[src/rtl/mul_share_pkg.sv]
// Shared definitions for the mul_share_arbiter slice: datapath widths, FSM encoding
// and the round-robin pointer advance helper.
package mul_share_pkg;

  localparam int MUL_W  = 32;
  localparam int PROD_W = 64;
  localparam int IDX_W  = 3;

  typedef enum logic [1:0] {
    IDLE = 2'd0,
    EXEC = 2'd1,
    RESP = 2'd2
  } state_t;

  // Pointer moves just past the granted requester so it gets lowest priority next time.
  function automatic logic [IDX_W-1:0] next_rr_ptr(input logic [IDX_W-1:0] g, input int nreq);
    if (int'(g) >= nreq - 1) return '0;
    return g + IDX_W'(1);
  endfunction

endpackage

[src/rtl/multiplier.sv]
// Combinational 32x32 unsigned multiplier producing the full 64-bit product.
module multiplier (
  input  logic [31:0] X,
  input  logic [31:0] Y,
  output logic [63:0] result
);

  assign result = {32'd0, X} * {32'd0, Y};

endmodule

[src/rtl/rr_arbiter.sv]
// Combinational round-robin arbiter: first set request at or above i_ptr, wrapping at NREQ.
module rr_arbiter
  import mul_share_pkg::*;
#(
  parameter int NREQ = 4
) (
  input  logic [NREQ-1:0]  i_req,
  input  logic [IDX_W-1:0] i_ptr,
  output logic [NREQ-1:0]  o_grant,
  output logic [IDX_W-1:0] o_idx,
  output logic             o_any
);

  localparam int PW = IDX_W + 1;

  logic [PW-1:0] w_pos;

  always_comb begin
    w_pos   = '0;
    o_grant = '0;
    o_idx   = '0;
    o_any   = 1'b0;
    for (int k = 0; k < NREQ; k++) begin
      w_pos = {1'b0, i_ptr} + PW'(k);
      if (w_pos >= PW'(NREQ)) w_pos = w_pos - PW'(NREQ);
      for (int j = 0; j < NREQ; j++) begin
        if (!o_any && i_req[j] && (w_pos[IDX_W-1:0] == IDX_W'(j))) begin
          o_any      = 1'b1;
          o_idx      = IDX_W'(j);
          o_grant[j] = 1'b1;
        end
      end
    end
  end

endmodule

[src/rtl/mul_share_arbiter.sv]
// Round-robin sharing of one 32x32 multiplier among NREQ requesters, operands held LAT cycles.
// Optional MUL_SHARE_ARB_PERF_EN adds perf_ops / perf_wait counters.
module mul_share_arbiter
  import mul_share_pkg::*;
#(
  parameter int NREQ = 4,
  parameter int LAT  = 1
) (
  input  logic                  clk,
  input  logic                  rst_n,
  input  logic [NREQ-1:0]       req_valid,
  output logic [NREQ-1:0]       req_ready,
  input  logic [NREQ*MUL_W-1:0] req_x,
  input  logic [NREQ*MUL_W-1:0] req_y,
  output logic [NREQ-1:0]       rsp_valid,
  input  logic [NREQ-1:0]       rsp_ready,
  output logic [PROD_W-1:0]     rsp_result
`ifdef MUL_SHARE_ARB_PERF_EN
  ,
  output logic [31:0]           perf_ops,
  output logic [31:0]           perf_wait
`endif
);

  state_t             r_state;
  state_t             w_nextState;
  logic [IDX_W-1:0]   r_rrPtr;
  logic [IDX_W-1:0]   r_owner;
  logic [3:0]         r_cnt;
  logic [MUL_W-1:0]   r_opX;
  logic [MUL_W-1:0]   r_opY;
  logic [PROD_W-1:0]  r_resQ;

  logic [NREQ-1:0]    w_grant;
  logic [IDX_W-1:0]   w_gntIdx;
  logic               w_any;
  logic [MUL_W-1:0]   w_selX;
  logic [MUL_W-1:0]   w_selY;
  logic [PROD_W-1:0]  w_product;
  logic               w_ownerReady;
  logic               w_accept;
  logic               w_capture;
  logic               w_rspDone;

  rr_arbiter #(.NREQ(NREQ)) u_arb (
    .i_req   (req_valid),
    .i_ptr   (r_rrPtr),
    .o_grant (w_grant),
    .o_idx   (w_gntIdx),
    .o_any   (w_any)
  );

  multiplier u_mul (
    .X      (r_opX),
    .Y      (r_opY),
    .result (w_product)
  );

  always_comb begin
    w_selX       = '0;
    w_selY       = '0;
    w_ownerReady = 1'b0;
    for (int j = 0; j < NREQ; j++) begin
      if (w_gntIdx == IDX_W'(j)) begin
        w_selX = req_x[MUL_W*j +: MUL_W];
        w_selY = req_y[MUL_W*j +: MUL_W];
      end
      if (r_owner == IDX_W'(j)) w_ownerReady = rsp_ready[j];
    end
  end

  always_comb begin
    w_nextState = r_state;
    w_accept    = 1'b0;
    w_capture   = 1'b0;
    w_rspDone   = 1'b0;
    req_ready   = '0;
    rsp_valid   = '0;
    rsp_result  = '0;
    case (r_state)
      IDLE: begin
        if (w_any && rst_n) begin
          w_accept    = 1'b1;
          req_ready   = w_grant;
          w_nextState = EXEC;
        end
      end
      EXEC: begin
        if (r_cnt == 4'd0) begin
          w_capture   = 1'b1;
          w_nextState = RESP;
        end
      end
      RESP: begin
        for (int j = 0; j < NREQ; j++) begin
          if (r_owner == IDX_W'(j)) rsp_valid[j] = 1'b1;
        end
        rsp_result = r_resQ;
        if (w_ownerReady) begin
          w_rspDone   = 1'b1;
          w_nextState = IDLE;
        end
      end
      default: w_nextState = IDLE;
    endcase
  end

  always_ff @(posedge clk) begin
    if (!rst_n) r_state <= IDLE;
    else        r_state <= w_nextState;
  end

  // Operands stay frozen through EXEC so the multiplier path can be multicycle-constrained.
  always_ff @(posedge clk) begin
    if (!rst_n) begin
      r_rrPtr <= '0;
      r_owner <= '0;
      r_cnt   <= '0;
      r_opX   <= '0;
      r_opY   <= '0;
      r_resQ  <= '0;
    end else begin
      if (w_accept) begin
        r_opX   <= w_selX;
        r_opY   <= w_selY;
        r_owner <= w_gntIdx;
        r_rrPtr <= next_rr_ptr(w_gntIdx, NREQ);
        r_cnt   <= 4'(LAT - 1);
      end else if (r_state == EXEC && r_cnt != 4'd0) begin
        r_cnt <= r_cnt - 4'd1;
      end
      if (w_capture) r_resQ <= w_product;
    end
  end

`ifdef MUL_SHARE_ARB_PERF_EN
  always_ff @(posedge clk) begin
    if (!rst_n) begin
      perf_ops  <= '0;
      perf_wait <= '0;
    end else begin
      if (w_rspDone) perf_ops <= perf_ops + 32'd1;
      if ((|req_valid) && (req_ready == '0) && (perf_wait != 32'hFFFF_FFFF))
        perf_wait <= perf_wait + 32'd1;
    end
  end
`endif

endmodule

[config.mk]
export PLATFORM = sky130hd
export DESIGN_NAME = mul_share_arbiter
export DESIGN_NICKNAME = d
export VERILOG_FILES = /design/src/rtl/mul_share_pkg.sv /design/src/rtl/multiplier.sv /design/src/rtl/rr_arbiter.sv /design/src/rtl/mul_share_arbiter.sv
export SDC_FILE = /design/constraint.sdc
export NUM_CORES = 2
export LEC_CHECK = 0
export CORE_MARGIN = 3
export CORE_UTILIZATION = 45
export CTS_BUF_LIST = sky130_fd_sc_hd__clkbuf_16
export CTS_CLUSTER_DIAMETER = 120
export CTS_CLUSTER_SIZE = 25
export DETAILED_ROUTE_END_ITERATION = 6
export PLACE_DENSITY = 0.73
export SLEW_MARGIN = 20
export SYNTH_ARGS = -nofsm -noshare
export SYNTH_HDL_FRONTEND = slang
export SYNTH_SLANG_ARGS = --single-unit
[constraint.sdc]
create_clock -name clk -period 13.2 [get_ports clk]
set_input_delay 1.98 -clock clk [delete_from_list [all_inputs] [get_ports clk]]
set_output_delay 1.98 -clock clk [all_outputs]
set_load 0.05 [all_outputs]
==> reports/results.tsv <==
stage	metric	value	unit
synth	Gate Count Post-Synth	4787	
sta	final worst setup slack	4480	ps
power	VDD IR-drop max	0.165	mV
clocking	CTS tree	built	
drt	Routed Antenna Nets	0	
sta	final hold vios	0	
final_layout	# fillers	8092	
clocking	clk sinks	138	
floorplan	# IOs	338	
floorplan	die width	304	um
worst_setup_path	Largest stage delay, worst path	920	ps
power	Pleak	21.0	nW
clocking	maximum buffer depth of the clock tree	2	
worst_setup_path	CP Data Arrival Time	9030	ps
sta	Final Cycle Share	66.0	%
floorplan	die height	304	um
sta	worst clock skew	21.1	ps
synth	Netlist cell types	77	
sta	RSZ-0062 raised after global routing	no	
drt	via count	33143	
final_layout	Non-Filler Instances	6066	
synth	synth top area cells	fa_1 45%, inv_1 9.3%, nand2_1 8.7%	
placement	post-DP HPWL	98500	um
worst_setup_path	CP Launch Type	flop	
outcome	outcome	complete, no violations	
worst_setup_path	CP cell instances	buf_4, nand2_1, fa_1, inv_1, fa_1, fa_1, fa_1, fa_1, inv_1, fa_1, fa_1, fa_1, inv_1, ha_1, and4_1, and2_1, a221oi_1, o211ai_1, a21oi_1, o21ai_1, a41oi_1, o21ai_0, xnor2_1, o21ai_0	
drt	Vias/cell	5.46	
global_routing	GRT Total Usage	27.7	%
global_routing	first-pass GRT wire length	200000	um
power	power density cells	155	mW/mm^2
sta	max_slew headroom	23.8	%
synth	flops & latches, synth	138	
final_layout	share of cells above drive strength 1	2.85	%
placement	Setup WS pre-CTS	4730	ps
final_layout	Total Nets Final	6325	
worst_setup_path	CP Max Fanout	18	
final_layout	Area growth syn-to-layout	11.9	%
worst_setup_path	crit-path most repeated cell	fa_1	
drt	drt first pass iters	6	
floorplan	row cnt	108	
final_layout	register area	0.00278	mm^2
drt	Routed WL	126000	um
final_layout	area of the multi-input gates	0.0324	mm^2
synth	Primary FF master, synth	dfxtp_1	
worst_setup_path	critical setup path kind	reg -> reg	
synth	Syn Area/Cell	8.35	um^2
floorplan	DIE AREA	0.0924	mm^2
placement	placed inst area	0.0441	mm^2
global_routing	vias in the first global route	35310	
drt	wire per inst	20.8	um
placement	I/O Buffers	337	
sta	setup total negative slack	0	ps
floorplan	Core ar.	0.0874	mm^2
sta	Slew Viols, Final	0	
worst_setup_path	Critical Path RT	13510	ps
drt	drt drc	0	
global_routing	initial antenna violation count	6	
clocking	post-CTS sizing	0	
global_routing	gr ovfl total	0	
synth	Syn Std Cell Area	0.0400	mm^2
worst_setup_path	slowest stage cell, crit path	dfxtp_1	
synth	post-synth net total	6217	
synth	EDFF count, synth	0	
placement	routability congestion estimate from global placement	0.984	
clocking	CTS hold repair buffers	0	
sta	post-layout min period	8720	ps
clocking	Reg clk slew, reported paths	70	ps
floorplan	starting density of the core	45.7	%
drt	drt first-iter violations	2667	
clocking	CTS root buffer	clkbuf_16	
clocking	Clk Latency, worst-skew pair	470	ps
synth	register area share after synthesis	6.91	%
global_routing	largest net degree at the start of global routing	131	
synth	Synth Warn #	0	
synth	cell taking the most area after synthesis	fa_1	
final_layout	design area	0.0447	mm^2
clocking	htree depth	4	
synth	ys async rst share	0	%
synth	most frequent cells after synthesis	989 x inv_1, 923 x nand2_1, 896 x fa_1, 323 x and2_1, 294 x clkbuf_1	
synth	most common cell in the netlist	inv_1	
worst_hold_path	worst hold-check path type	reg -> reg	
synth	Synth top area share	44.9	%
worst_setup_path	Setup crit end kind	flop	
flow_run	Max-Cap Viols	0	
clocking	CTS Buf Count	17	
sta	Worst Tran Pin Value	1140	ps
sta	fmax	115	MHz
sta	Hold Slack	451	ps
sta	Setup Viol. Count Final	0	
placement	DP Cell Count	6031	
clocking	number of buffers added for setup after CTS	0	
-- kinds of logic after synthesis --
group	share of synthesized area, %
DFF	6.91
buffers and inverters	12.2
and+or+nand+nor	17.5
xor gates and xnor gates	1.31
adders and majority gates	53.3
AOI/OAI and AO/OA	8.70
muxes	0.0814
-- area by class of cell --
class	instances	share of cell area, %
Multi-Input combinational cell	3351	72.4
Antenna cell	3	0.0168
Inverter	989	8.30
Sequential cell	138	6.22
Tap cell	1155	3.23
Clock buffer	17	0.952
Timing Repair Buffer	398	8.57
Clock inverter	15	0.288
-- power by group --
part	switching [W]	internal, W	leakage [nW]	total, W
combinational	0.00374	0.00200	19.6	0.00574
clock	0.000230	0.000247	0.271	0.000477
sequential	0.000192	0.000512	1.13	0.000704
-- final timing paths --
check / slack, ps / start / cells after the start / endpoint
max: 4480 / r_opX[2]$_SDFFE_PN0P_ / 24 / r_resQ[49]$_SDFFE_PN0P_
min reg2reg: 450 / r_resQ[50]$_SDFFE_PN0P_ / 2 / r_resQ[50]$_SDFFE_PN0P_
min: 450 / r_resQ[50]$_SDFFE_PN0P_ / 2 / r_resQ[50]$_SDFFE_PN0P_
max reg2reg: 4480 / r_opX[2]$_SDFFE_PN0P_ / 24 / r_resQ[49]$_SDFFE_PN0P_
-- cells in the final DEF, fill, tap and decap left out, types with 24 or more instances in the layout --
| cell type | count |
|---|---|
| a21o_1 | 25 |
| a21oi_1 | 202 |
| a22oi_1 | 64 |
| and2_1 | 323 |
| buf_4 | 61 |
| clkdlybuf4s50_1 | 336 |
| dfxtp_1 | 122 |
| fa_1 | 896 |
| ha_1 | 265 |
| inv_1 | 989 |
| nand2_1 | 923 |
| nand3_1 | 80 |
| nor2_1 | 176 |
| o21ai_0 | 134 |
| xnor2_1 | 36 |
| xor2_1 | 24 |
-- through the flow --
step	total power, W	util (%)
after detailed placement	0.00628	50.5
after CTS	0.00685	51.1
final	0.00692	51.1
after floorplan	0.00439	-
after global placement	0.00624	50.5
after global routing	0.00751	51.1
-- critical path, delay by kind of cell (launching register included) --
kind | cells | cell delay (ps)
xor gates and xnor gates | 1 | 170
AOI/OAI and AO/OA | 7 | 2200
adders and majority gates | 9 | 4150
DFF | 1 | 920
buffers and inverters | 4 | 570
and+or+nand+nor | 3 | 580
-- metal layers --
metal / vias up / GRT usage [%] / wire length [um]
li1: 14501 / - / -
met1: 16839 / 36.7 / 49900
met2: 1525 / 46.1 / 61000
met3: 270 / 5.24 / 11300
met4: 8 / 8.76 / 4000
met5: - / 0 / 63
-- sequential cells by signal, indices dropped and copies added, names as in the netlist --
| register | count |
|---|---|
| r_resQ | 64 |
| r_opX | 32 |
| r_opY | 32 |
| r_cnt | 4 |
| r_owner | 2 |
| r_rrPtr | 2 |
| r_state | 2 |
Power figures use the tool's default switching activity.
